## config.mk

```make
export PLATFORM = sky130hd
export DESIGN_NAME = shift_serializer_ctrl
export DESIGN_NICKNAME = d
export VERILOG_FILES = /design/src/rtl/shift_serializer_ctrl.sv
export SDC_FILE = /design/constraint.sdc
export NUM_CORES = 1
export LEC_CHECK = 0
export CAP_MARGIN = 20
export CORE_ASPECT_RATIO = 1.5
export CORE_UTILIZATION = 45
export DETAILED_ROUTE_END_ITERATION = 10
export DONT_BUFFER_PORTS = 1
export PLACE_DENSITY = 0.61
export SLEW_MARGIN = 20
export SYNTH_ARGS = -nofsm -noshare
export SYNTH_HDL_FRONTEND = slang
export SYNTH_SLANG_ARGS = --single-unit
```

## constraint.sdc

```tcl
create_clock -name clk -period 1.8 [get_ports clk]
set_input_delay 0.27 -clock clk [delete_from_list [all_inputs] [get_ports clk]]
set_output_delay 0.27 -clock clk [all_outputs]
set_load 0.01 [all_outputs]
```

## src/rtl/shift_serializer_ctrl.sv

```systemverilog
// shift_serializer_ctrl
// ---------------------
// Serializes one WIDTH-bit parallel word onto a single output line.
// A word is taken over a valid/ready handshake and parallel-loaded into an
// internal shift register. Each bit is then held on sout for BIT_CYCLES
// clocks. When the last bit period ends, done pulses for one cycle and the
// controller returns to idle.
//
// Ports
//   clk        rising-edge clock
//   rst        asynchronous active-low reset
//   din        parallel word, sampled only on the accept edge
//   din_valid  producer has a word available
//   din_ready  controller can accept a word (decoded from state only)
//   abort      synchronous cancel of the current transfer
//   sout       registered serial data out (IDLE_LEVEL when not shifting)
//   busy       registered, high in SHIFT and DONE
//   done       registered one-cycle pulse after the last bit period
//   bit_idx    registered index of the bit currently on sout, 0 otherwise

module shift_serializer_ctrl #(
  parameter int WIDTH      = 8,
  parameter int BIT_CYCLES = 1,
  parameter int MSB_FIRST  = 0,
  parameter bit IDLE_LEVEL = 1'b1
) (
  input  logic                     clk,
  input  logic                     rst,
  input  logic [WIDTH-1:0]         din,
  input  logic                     din_valid,
  output logic                     din_ready,
  input  logic                     abort,
  output logic                     sout,
  output logic                     busy,
  output logic                     done,
  output logic [$clog2(WIDTH)-1:0] bit_idx
);

  localparam int IW = $clog2(WIDTH);
  localparam int DW = (BIT_CYCLES > 1) ? $clog2(BIT_CYCLES) : 1;
  localparam logic [IW-1:0] BIT_LAST = IW'(WIDTH - 1);
  localparam logic [DW-1:0] DIV_LAST = DW'(BIT_CYCLES - 1);

  typedef enum logic [1:0] {
    IDLE,
    SHIFT,
    DONE
  } state_t;

  state_t           state;
  logic [WIDTH-1:0] shreg;
  logic [WIDTH-1:0] shreg_shifted;
  logic [IW-1:0]    bit_cnt;
  logic [DW-1:0]    div_cnt;

  // Returns the bit of a word that leaves the shift register next.
  function automatic logic out_bit(input logic [WIDTH-1:0] w);
    return (MSB_FIRST != 0) ? w[WIDTH-1] : w[0];
  endfunction

  // Shift register contents after one shift step. The vacated position is
  // filled with the idle level so the line never sees stale data.
  always_comb begin
    shreg_shifted = shreg;
    if (MSB_FIRST != 0) begin
      shreg_shifted = {shreg[WIDTH-2:0], IDLE_LEVEL};
    end else begin
      shreg_shifted = {IDLE_LEVEL, shreg[WIDTH-1:1]};
    end
  end

  // The handshake depends on state only, so there is no path from
  // din_valid back to din_ready.
  assign din_ready = (state == IDLE);

  // Main sequencer. The sout and bit_idx registers are loaded with the value
  // that belongs to the next cycle. This way the first data bit is on the
  // line right after the accept edge, and every bit lasts exactly
  // BIT_CYCLES clocks. abort is checked before any other transition.
  always_ff @(posedge clk or negedge rst) begin
    if (!rst) begin
      state   <= IDLE;
      shreg   <= '0;
      bit_cnt <= '0;
      div_cnt <= '0;
      sout    <= IDLE_LEVEL;
      busy    <= 1'b0;
      done    <= 1'b0;
      bit_idx <= '0;
    end else begin
      case (state)
        IDLE: begin
          sout    <= IDLE_LEVEL;
          busy    <= 1'b0;
          done    <= 1'b0;
          bit_idx <= '0;
          if (din_valid && !abort) begin
            shreg   <= din;
            bit_cnt <= '0;
            div_cnt <= '0;
            state   <= SHIFT;
            sout    <= out_bit(din);
            busy    <= 1'b1;
          end
        end

        SHIFT: begin
          if (abort) begin
            state   <= IDLE;
            bit_cnt <= '0;
            div_cnt <= '0;
            sout    <= IDLE_LEVEL;
            busy    <= 1'b0;
            bit_idx <= '0;
          end else if (div_cnt == DIV_LAST) begin
            div_cnt <= '0;
            if (bit_cnt == BIT_LAST) begin
              state   <= DONE;
              bit_cnt <= '0;
              sout    <= IDLE_LEVEL;
              done    <= 1'b1;
              bit_idx <= '0;
            end else begin
              shreg   <= shreg_shifted;
              bit_cnt <= bit_cnt + 1'b1;
              sout    <= out_bit(shreg_shifted);
              bit_idx <= bit_cnt + 1'b1;
            end
          end else begin
            div_cnt <= div_cnt + 1'b1;
          end
        end

        DONE: begin
          state   <= IDLE;
          bit_cnt <= '0;
          div_cnt <= '0;
          sout    <= IDLE_LEVEL;
          busy    <= 1'b0;
          done    <= 1'b0;
          bit_idx <= '0;
        end

        default: begin
          state   <= IDLE;
          bit_cnt <= '0;
          div_cnt <= '0;
          sout    <= IDLE_LEVEL;
          busy    <= 1'b0;
          done    <= 1'b0;
          bit_idx <= '0;
        end
      endcase
    end
  end

endmodule
```

==> impl.org <==
** Synthesis
- For this run, the leading register cell type out of synthesis is sky130_fd_sc_hd__dfrtp_1.
- Unique masters post-synth :: 21
- Seq/Total Area, Yosys :: 50.6%
- For this run, the number of Yosys warnings is 0.
- For this run, asynchronously set or reset flops after synthesis account for 100%.
- Largest cells by area after synthesis :: sky130_fd_sc_hd__dfrtp_1, sky130_fd_sc_hd__mux2_4, sky130_fd_sc_hd__buf_6, sky130_fd_sc_hd__nor2_1, sky130_fd_sc_hd__dfstp_2
- After synthesis, the largest area contributor takes up 47.6% of total cell area.
- The synthesized netlist occupies a cell area of 893 um^2.
- Instance count of the mapped netlist :: 67
- Post-Syn Nets :: 81
- Cell type contributing the most total cell area after synthesis :: sky130_fd_sc_hd__dfrtp_1
- Avg Synthesized Cell Area :: 13.3 um^2
- In this run, synthesis produced a sequential element count of 18.
- Number of flops mapped to enable cells by yosys :: 0

** Die
- In this run the vertical extent of the chip is 56.6 um.
- The floorplan step defined a core boundary enclosing 1850 um^2.
- The floorplan step defined a die boundary enclosing 2170 um^2.
- After floorplanning, the core was divided into 19 placement rows.
- During I/O placement, the number of pins put on the boundary was 19.
- Floorplan die width :: 38.4 um
- Once the floorplan was initialized, standard cells occupied 48.2% of the core.

** Global route
- After global routing the overflow that remains totals 0.
- Largest net degree at the start of global routing :: 19
- The via count of the first global-routing pass is 538.
- The initial antenna violation count was 0.
- For this run, the total global-route usage over all layers was measured as 14.7%.
- The first global-routing pass estimated 2270 um of wire.

** Final layout
- In the layout the commonest cells are sky130_fd_sc_hd__dfrtp_1, sky130_fd_sc_hd__mux2_4, sky130_fd_sc_hd__nor2_1, sky130_fd_sc_hd__buf_4.
- The post-route netlist has 33.8% of its cells at a drive strength greater than 1.
- The finished cells cover 968 um^2.
- The layout has 174 filler cells.
- Number of inserted diodes :: 0
- Most common cell after layout, fill and taps aside :: sky130_fd_sc_hd__dfrtp_1
- For this run, the post-layout net count is 89.
- Compared with the post-synthesis result, the final layout area differs by 8.40%.

** Job
- The tool flagged a number of max-cap violations equal to 0.

** Placed design
- After detailed placement, the total cell area comes to 920 um^2.
- Final weighted congestion of routability-driven global placement :: 0.704
- Port buffering added 0 buffers.
- The HPWL after detailed placement is 1040 um.

** Clock network
- In this run the number of H-tree levels came out at 1.
- TritonCTS clock tree :: done
- After clock tree synthesis, the clock-pin slew on the worst setup and hold paths is 0.09 ns.
- Cts bufs inserted :: 3
- Total clock sinks :: 18
- Once the clock tree was built, the setup fixing pass inserted 0 buffers.
- The tree is rooted in a sky130_fd_sc_hd__clkbuf_4.
- The longest clock path from root to sink contains 2 buffers.
- Worst skew pair latency :: 0.28 ns

** STA
- Relative slew slack :: 48.7%
- Pins Over Slew Limit :: 0
- Hold violation total from the final report :: 0
- Max Clock Skew :: 0.00239 ns
- The smallest clock period supported by the final layout is computed as 1.75 ns.
- Fmax achieved :: 0.571 GHz
- Fin Setup TNS :: 0 ns
- Final period util :: 97.3%
- Slew of the pin with the lowest slew margin :: 0.767 ns
- Setup violations remaining at the end of the flow were counted as 0.

** Route
- Violation count after the first detailed-route iteration :: 10
- Post-DRT Antenna Nets :: 0
- Summed over all layers, the routed wires come to 1400 um.
- For this block, the via count after detailed routing is 516.
- Dividing the detail-routed wire length by the instance count gives 14.8 um.
- First-pass detailed-route iteration total :: 4
- For this run, design rule violations remaining after detail routing come to 0.
- Post-DR vias/cell :: 5.43

** Critical path
- The worst register-to-register path ends at shreg[3].
- Data on the critical path is required at its endpoint by 1.97 ns.
- Setup slack, reg-to-reg :: 0.05 ns
- The critical path is of the flop to flop type.
- Reg2Reg Launch Point :: bit_cnt[0]
- STA classifies the critical path endpoint as a flop.
- Number of cells on the worst reg-to-reg path :: 6
- Timing startpoint of the critical path :: bit_cnt[0]
- In this run the worst path has a maximum fanout of 3.
- Sort of element at the start of the critical path :: flop
- Data on the critical path arrives at its endpoint at 1.92 ns.

** Min path
- Cell count of the worst hold path :: 1
- Worst Min Path Start :: abort
- Worst min-delay path endpoint :: bit_idx[0]
- Worst hold path type :: input port to flop

** Power
- Power density over the cells :: 876 nW/um^2
- VDD sags by at most 453 uV.
- Total leakage power :: 0.456 nW
- Overall power consumption after layout is estimated at 849 uW.

** Status
- Result of the run :: complete, no violations
report_power, final:
part | internal, mW | total (mW) | switching [mW] | leakage [nW]
sequential | 0.454 | 0.486 | 0.0316 | 0.226
combinational | 0.109 | 0.167 | 0.0584 | 0.214
clock | 0.0860 | 0.196 | 0.110 | 0.0150
total | 0.649 | 0.849 | 0.200 | 0.456
stage by stage:
stage / setup WS [ns] / hold WS (ns) / std cells / util [%]
global route: -0.00928 / 0.0282 / 95 / 52.2
detailed placement: 0.0912 / -0.0252 / 90 / 49.6
CTS: 0.0613 / 0.0287 / 95 / 51.6
global placement: 0.109 / -0.0251 / 90 / 49.6
floorplan: 0.0823 / -0.0256 / 67 / -
finish: 0.0491 / 0.0456 / 95 / 52.2
flip-flops by register name, indices dropped and copies added, names as in the netlist:
| name | flops |
|---|---|
| busy | 1 |
| done | 1 |
| shreg | 7 |
| bit_cnt | 3 |
| state | 2 |
| bit_idx | 3 |
| sout | 1 |
Yosys cell counts (2+ instances only):
cell                       instances
sky130_fd_sc_hd__a21oi_1           2
sky130_fd_sc_hd__a32oi_1           3
sky130_fd_sc_hd__and2_1            3
sky130_fd_sc_hd__buf_6             4
sky130_fd_sc_hd__dfrtp_1          17
sky130_fd_sc_hd__ha_1              2
sky130_fd_sc_hd__mux2_4           12
sky130_fd_sc_hd__nand2b_1          2
sky130_fd_sc_hd__nor2_1            8
sky130_fd_sc_hd__nor2b_1           2
sky130_fd_sc_hd__nor3_1            2
routing by layer:
layer  track usage [%]  vias up  part of all wire [%]
met3              3.16        2                   7.7
li1                  -      253                     -
met1              18.9      242                    44
met2              22.5       19                    47
met5                 0        -                     0
met4              7.39        0                   1.1
worst max-delay path, cell delays in order (launching register included):
cell and delay (ns):
sky130_fd_sc_hd__dfrtp_1 0.39, sky130_fd_sc_hd__ha_2 0.19, sky130_fd_sc_hd__ha_2 0.17, sky130_fd_sc_hd__a211oi_2 0.25
sky130_fd_sc_hd__o21a_1 0.21, sky130_fd_sc_hd__buf_6 0.13, sky130_fd_sc_hd__mux2_4 0.30
logic make-up (layout without fill, tap and decap cells):
kind of cell               after synthesis  after routing  share of synthesized area [%]
and+or+nand+nor                         20             20                           11.6
DFF                                     18             18                           50.6
AOI/OAI and AO/OA                        9              9                           8.26
adders and majority gates                2              2                           2.80
buffers and inverters                    5             12                           5.46
muxes                                   13             13                           21.3
worst max-delay path by stage:
stage	depth (start not counted)	slack (ns)	end
after floorplan	6	0.08	shreg[1]
after global placement	6	0.11	shreg[2]
after detailed placement	6	0.09	shreg[3]
after CTS	6	0.06	shreg[3]
after global routing	6	-0.009	shreg[3]
final	6	0.05	shreg[3]
cell type report:
type,instances,area (um^2),share of cell area [%]
inverters,1,3.75,0.388
clock buffers,4,26.3,2.71
well taps,21,26.3,2.71
repair buffers,7,62.6,6.46
flip-flops and latches,18,452,46.6
multi-input cells,44,398,41.1
what timing repair did:
action / 4_1_cts / 5_1_grt
hold endpoints to repair: 18 / 0
endpoints found under the setup margin: 0 / 6
resized for setup: 0 / 4
hold buffers: 1 / 0
(Power assumes the default switching activity.)
